<file path="config.mk">
export PLATFORM = sky130hd
export DESIGN_NAME = verbus_master_flat
export DESIGN_NICKNAME = d
export VERILOG_FILES = /design/src/rtl/verbus_master_pkg.sv /design/src/rtl/verbus_master_if.sv /design/src/rtl/verbus_master_timer.sv /design/src/rtl/verbus_master.sv /design/src/flat_wrapper.sv
export SDC_FILE = /design/constraint.sdc
export NUM_CORES = 1
export LEC_CHECK = 0
export BUFFER_PORTS_ARGS = -buffer_cell sky130_fd_sc_hd__buf_2
export CORE_MARGIN = 3
export CORE_UTILIZATION = 41
export DETAILED_ROUTE_END_ITERATION = 6
export PLACE_DENSITY = 0.75
export SYNTH_ARGS = -nofsm -noshare
export SYNTH_HDL_FRONTEND = slang
export SYNTH_SLANG_ARGS = --single-unit
</file>
<file path="constraint.sdc">
create_clock -name clk -period 1.7 [get_ports clk]
set_clock_uncertainty 0.1 [all_clocks]
set_input_delay 0.425 -clock clk [delete_from_list [all_inputs] [get_ports clk]]
set_output_delay 0.425 -clock clk [all_outputs]
set_load 0.005 [all_outputs]
</file>
<file path="src/rtl/verbus_master_pkg.sv">
// Shared types and helpers for the verbus load/store master: FSM states,
// access sizes and the alignment rule applied before a request reaches the bus.
package verbus_master_pkg;

  localparam int ADDR_W = 32;
  localparam int DATA_W = 32;
  localparam int STRB_W = 4;

  typedef enum logic [1:0] {
    IDLE,
    REQ,
    DONE
  } bus_state_t;

  typedef enum logic [1:0] {
    SIZE_BYTE    = 2'd0,
    SIZE_HALF    = 2'd1,
    SIZE_WORD    = 2'd2,
    SIZE_ILLEGAL = 2'd3
  } access_size_t;

  // Only the two low address bits decide alignment, so only those are passed in.
  function automatic logic is_aligned(input logic [1:0] addr_lsb, input access_size_t size);
    case (size)
      SIZE_BYTE: return 1'b1;
      SIZE_HALF: return ~addr_lsb[0];
      SIZE_WORD: return (addr_lsb == 2'b00);
      default:   return 1'b0;
    endcase
  endfunction

endpackage

</file>
<file path="src/rtl/verbus_master_if.sv">
// Memory-side valid/ready bus between the verbus master and its slave.
interface verbus_master_if;
  import verbus_master_pkg::*;

  logic              bus_valid;
  logic              bus_ready;
  logic [ADDR_W-1:0] bus_address;
  logic [STRB_W-1:0] bus_wstrobe;
  logic [DATA_W-1:0] bus_wdata;
  logic [DATA_W-1:0] bus_rdata;

  modport master (
    output bus_valid, bus_address, bus_wstrobe, bus_wdata,
    input  bus_ready, bus_rdata
  );

  modport slave (
    input  bus_valid, bus_address, bus_wstrobe, bus_wdata,
    output bus_ready, bus_rdata
  );

endinterface

</file>
<file path="src/rtl/verbus_master_timer.sv">
// Wait-state counter for an outstanding bus request; flags the last permitted
// cycle before the request is abandoned. LIMIT of 0 never expires.
module verbus_timer #(
  parameter int LIMIT = 255
) (
  input  logic clk,
  input  logic reset,
  input  logic i_clear,
  input  logic i_enable,
  output logic o_expired
);

  localparam int CNT_W = (LIMIT > 0) ? $clog2(LIMIT + 1) : 1;
  localparam logic [CNT_W-1:0] CNT_MAX = '1;
  localparam logic [CNT_W-1:0] CNT_LAST = (LIMIT > 0) ? CNT_W'(LIMIT - 1) : '0;

  logic [CNT_W-1:0] r_count;

  // Saturates instead of wrapping so a disabled timeout cannot fire spuriously.
  always_ff @(posedge clk or negedge reset) begin
    if (!reset) begin
      r_count <= '0;
    end else if (i_clear) begin
      r_count <= '0;
    end else if (i_enable && (r_count != CNT_MAX)) begin
      r_count <= r_count + 1'b1;
    end
  end

  assign o_expired = (LIMIT > 0) && (r_count == CNT_LAST);

endmodule

</file>
<file path="src/rtl/verbus_master.sv">
// Core-side load/store bus master: validates an aligned request, runs one
// valid/ready bus transaction, returns registered load data and pulses done/fault.
module verbus_master
  import verbus_master_pkg::*;
#(
  parameter int TIMEOUT_CYCLES = 255
) (
  input  logic              clk,
  input  logic              reset,
  input  logic              req_load,
  input  logic              req_store,
  input  logic [1:0]        req_size,
  input  logic [ADDR_W-1:0] req_address,
  input  logic [STRB_W-1:0] req_wstrobe,
  input  logic [DATA_W-1:0] req_wdata,
  output logic              busy,
  output logic              done,
  output logic              fault,
  output logic [DATA_W-1:0] load_rdata,
  verbus_master_if.master   bus
);

  bus_state_t        r_state;
  bus_state_t        w_state_nxt;
  logic              r_fault;
  logic              w_fault_nxt;
  logic              w_latch;
  logic              w_capture;
  logic              w_expired;
  logic              w_timer_clear;
  logic              w_timer_en;
  logic              r_is_load;
  logic [ADDR_W-1:2] r_addr_word;
  logic [STRB_W-1:0] r_wstrobe;
  logic [DATA_W-1:0] r_wdata;
  logic [DATA_W-1:0] r_load_rdata;

  assign w_timer_clear = (r_state != REQ);
  assign w_timer_en    = (r_state == REQ) && !bus.bus_ready;

  verbus_timer #(
    .LIMIT(TIMEOUT_CYCLES)
  ) u_timer (
    .clk      (clk),
    .reset    (reset),
    .i_clear  (w_timer_clear),
    .i_enable (w_timer_en),
    .o_expired(w_expired)
  );

  always_ff @(posedge clk or negedge reset) begin
    if (!reset) begin
      r_state <= IDLE;
      r_fault <= 1'b0;
    end else begin
      r_state <= w_state_nxt;
      r_fault <= w_fault_nxt;
    end
  end

  // Requests are only looked at in IDLE; ready on the last timed edge still completes.
  always_comb begin
    w_state_nxt = r_state;
    w_fault_nxt = 1'b0;
    w_latch     = 1'b0;
    case (r_state)
      IDLE: begin
        if (req_load && req_store) begin
          w_fault_nxt = 1'b1;
        end else if (req_load || req_store) begin
          if (is_aligned(req_address[1:0], access_size_t'(req_size))) begin
            w_latch     = 1'b1;
            w_state_nxt = REQ;
          end else begin
            w_fault_nxt = 1'b1;
          end
        end
      end
      REQ: begin
        if (bus.bus_ready) begin
          w_state_nxt = DONE;
        end else if (w_expired) begin
          w_state_nxt = IDLE;
          w_fault_nxt = 1'b1;
        end
      end
      DONE:    w_state_nxt = IDLE;
      default: w_state_nxt = IDLE;
    endcase
  end

  assign w_capture = (r_state == REQ) && bus.bus_ready && r_is_load;

  always_ff @(posedge clk or negedge reset) begin
    if (!reset) begin
      r_is_load    <= 1'b0;
      r_addr_word  <= '0;
      r_wstrobe    <= '0;
      r_wdata      <= '0;
      r_load_rdata <= '0;
    end else begin
      if (w_latch) begin
        r_is_load   <= req_load;
        r_addr_word <= req_address[ADDR_W-1:2];
        r_wstrobe   <= req_load ? '0 : req_wstrobe;
        r_wdata     <= req_wdata;
      end
      if (w_capture) begin
        r_load_rdata <= bus.bus_rdata;
      end
    end
  end

  assign busy            = (r_state == REQ);
  assign done            = (r_state == DONE);
  assign fault           = r_fault;
  assign load_rdata      = r_load_rdata;
  assign bus.bus_valid   = (r_state == REQ);
  assign bus.bus_address = {r_addr_word, 2'b00};
  assign bus.bus_wstrobe = r_wstrobe;
  assign bus.bus_wdata   = r_wdata;

endmodule

</file>
<file path="src/flat_wrapper.sv">
// flat-port wrapper written by rule: the top's interface ports become plain ports
module verbus_master_flat import verbus_master_pkg::*;
#(
  parameter int TIMEOUT_CYCLES = 255
)
  (clk, reset, req_load, req_store, req_size, req_address, req_wstrobe, req_wdata, busy, done, fault, load_rdata, bus_bus_valid, bus_bus_address, bus_bus_wstrobe, bus_bus_wdata, bus_bus_ready, bus_bus_rdata);
  verbus_master_if bus_i ();
  input  logic clk;
  input  logic reset;
  input  logic req_load;
  input  logic req_store;
  input  logic [1:0] req_size;
  input  logic [ADDR_W-1:0] req_address;
  input  logic [STRB_W-1:0] req_wstrobe;
  input  logic [DATA_W-1:0] req_wdata;
  output logic busy;
  output logic done;
  output logic fault;
  output logic [DATA_W-1:0] load_rdata;
  output wire logic [$bits(bus_i.bus_valid)-1:0] bus_bus_valid;
  output wire logic [$bits(bus_i.bus_address)-1:0] bus_bus_address;
  output wire logic [$bits(bus_i.bus_wstrobe)-1:0] bus_bus_wstrobe;
  output wire logic [$bits(bus_i.bus_wdata)-1:0] bus_bus_wdata;
  input wire logic [$bits(bus_i.bus_ready)-1:0] bus_bus_ready;
  input wire logic [$bits(bus_i.bus_rdata)-1:0] bus_bus_rdata;
  assign bus_bus_valid = bus_i.bus_valid;
  assign bus_bus_address = bus_i.bus_address;
  assign bus_bus_wstrobe = bus_i.bus_wstrobe;
  assign bus_bus_wdata = bus_i.bus_wdata;
  assign bus_i.bus_ready = bus_bus_ready;
  assign bus_i.bus_rdata = bus_bus_rdata;
  verbus_master #(.TIMEOUT_CYCLES(TIMEOUT_CYCLES)) u_core (.clk(clk), .reset(reset), .req_load(req_load), .req_store(req_store), .req_size(req_size), .req_address(req_address), .req_wstrobe(req_wstrobe), .req_wdata(req_wdata), .busy(busy), .done(done), .fault(fault), .load_rdata(load_rdata), .bus(bus_i));
endmodule
</file>
==> out/metrics.cfg <==
[outcome]
status=complete, but fails checks
violations=setup timing

[timing]
max_freq_mhz=568
timing.hold.ws_ns=0.187
hold_viol=0
maxSlewViolCount=0
rsz0062_at_grt=true
post-route-min-period_ns=1.76
period_share=1.04
finalSetupViolations=68
setup_ws_ns=-0.0609

[final_layout]
instances_no_fill=645
drive_gt1_frac=0.684
final_cell_area_um2=6260
diodes=0
final_nets=616
area_growth_pct=44.8

[critical_path]
crit_family=flip-flops
path_cells=nor2_1 > o21ai_2 > a211oi_4 > buf_6 > buf_12 > mux2_4
cp.buffers_inverters=2
cp_slowest_cell=dfrtp_1
cp_slowest_stage_delay_ns=0.41
crit_type=reg2reg
crit_fanout=13
cp-start-kind=flop
cp.required_ns=1.84
arrival_ns=1.90
endpoint_kind=flop

[drt]
wl_met3_um=703
ant_nets=0
wl_met1_um=4380
vias=3149
drt-initial-drc-count=84
drc=0
vias_per_cell=4.88
wl_met2_um=5850
wl_um=11100
wire_per_inst_um=17.1
routed.top_layer=met4
dr.pass1.iters=4

[synthesis]
ys.flop_type=dfrtp_1
synth_top_area_frac=0.637
synth_top_cell_by_area=dfrtp_1
ys_ff_latch=110
synthArstFlopShare=1.00
yosysMostFrequentCell=dfrtp_1
synthCells=278
synth-edff-count=0
synth.distinct_cells=34
ys_top_cells_by_area=dfrtp_1 64%, mux2_2 21%, mux2_1 4.9%, buf_4 1.2%, buf_6 0.78%
synth_warnings=0
syn_area_um2=4320
yosysSeqAreaShare=0.637
syn-mean-instance-area_um2=15.6
synthTopCellsByCount=110 x dfrtp_1, 80 x mux2_2, 19 x mux2_1

[global_routing]
grt_pass1_vias=3399
grt_max_degree=35
grt-ovfl-total=0
antenna_found_initial=0
grt_first_pass_wirelength_um=16900
grt_usage=0.187

[placement]
dp_cells=619
gp_congestion=0.741
hpwl_um=7530
numPortBuffers=208
placed_area_um2=5590

[worst_hold_path]
hold_class=in2reg

[cts]
clk_latency_ns=0.36
cts_tree=yes
root_buffer=clkbuf_8
cts_made_buffers=9
clkSinkCount=110
clkTransAtPathRegs_ns=0.11
clk_path_buf_depth=2
cts_max_level=3

[floorplanning]
die_x_um=109
rows=36
start_util=0.432
io_pins=211
die_area_um2=11800
die_h_um=109
core_um2=10000

[job]
maxCapViolCount=0

[power]
p_per_area_nw_per_um2=1440
p_leak_nw=3.16
vdd.ir_drop.worst_mv=0.878
p_total_w=0.00899

[through the flow]
step / TNS, ns / worst slack (ns) / util
final: -2.57 / -0.0609 / 0.626
after global routing: -9.60 / -0.163 / 0.626
after CTS: -1.58 / -0.0760 / 0.625
after detailed placement: -25.27 / -0.383 / 0.559
after global placement: -23.01 / -0.342 / 0.559
after floorplan: -8.40 / -0.192 / -
[state kept, by name, indices dropped and copies added, names as in the netlist]
name,cells
u_core.bus.bus_wdata,32
u_core.bus.bus_wstrobe,4
u_core.r_addr_word,30
u_core.u_timer.r_count,8
u_core.r_state,2
u_core.fault,1
u_core.r_is_load,1
u_core.load_rdata,32
[cell usage in the layout (no fill, tap or decap), drive strengths merged, types with 2 or more instances in the layout]
| master | count |
|---|---|
| nor2 | 3 |
| inv | 6 |
| o31ai | 3 |
| clkbuf | 11 |
| o21ai | 2 |
| ha | 2 |
| nand2 | 6 |
| o211ai | 3 |
| mux2i | 2 |
| conb | 2 |
| mux2 | 99 |
| nor3 | 2 |
| nand3 | 5 |
| nor2b | 5 |
| clkinv | 4 |
| buf | 230 |
| o21a | 2 |
| dfrtp | 110 |
[cell type report]
class,count,area [um2]
clock buffers,11,151
clock inverters,5,65.1
fillers,799,3740
inverters,6,22.5
multi-input cells,149,1700
flip-flops and latches,110,2750
well taps,133,166
repair buffers,231,1410
[final timing paths]
kind,startpoint,end,slack [ns],cells after the start
setup reg to reg,u_core.r_state[1],u_core.r_addr_word[17],-0.06,6
setup / recovery,u_core.r_state[1],u_core.r_addr_word[17],-0.06,6
min in group asynchronous,reset,u_core.r_addr_word[26],0.42,2
hold reg to reg,u_core.load_rdata[30],u_core.load_rdata[30],0.41,1
max in group asynchronous,reset,u_core.bus.bus_wdata[4],0.58,3
hold / removal,req_address[30],u_core.r_addr_word[30],0.19,2
[metal layers]
layer  up-vias  GRT usage
met5         -          0
met4         0     0.0406
met3        14     0.0539
met2       116      0.337
met1      1587      0.223
li1       1432          -
[power breakdown]
group,switching [W],internal [W]
logic,0.00115,0.00205
clock network,0.000868,0.000776
registers,0.000520,0.00362
[cells by family (layout without fill, tap and decap cells)]
group / count (synthesis) / in the layout / share of synthesized area
and+or+nand+nor: 26 / 26 / 0.0310
DFF: 110 / 110 / 0.637
buffers and inverters: 20 / 253 / 0.0298
other: 1 / 2 / 0.000867
AOI/OAI and AO/OA: 17 / 17 / 0.0315
xor gates and xnor gates: 1 / 1 / 0.00203
adders and majority gates: 2 / 2 / 0.00579
muxes: 101 / 101 / 0.262
[timing repair]
action,4_1_cts,5_1_grt
setup buffers,4,0
hold buffers,1,0
setup endpoints to repair,71,72
pin swaps,2,0
hold endpoints to repair,21,0
cloned,5,0
resized for setup,74,2
Power figures use the tool's default switching activity.
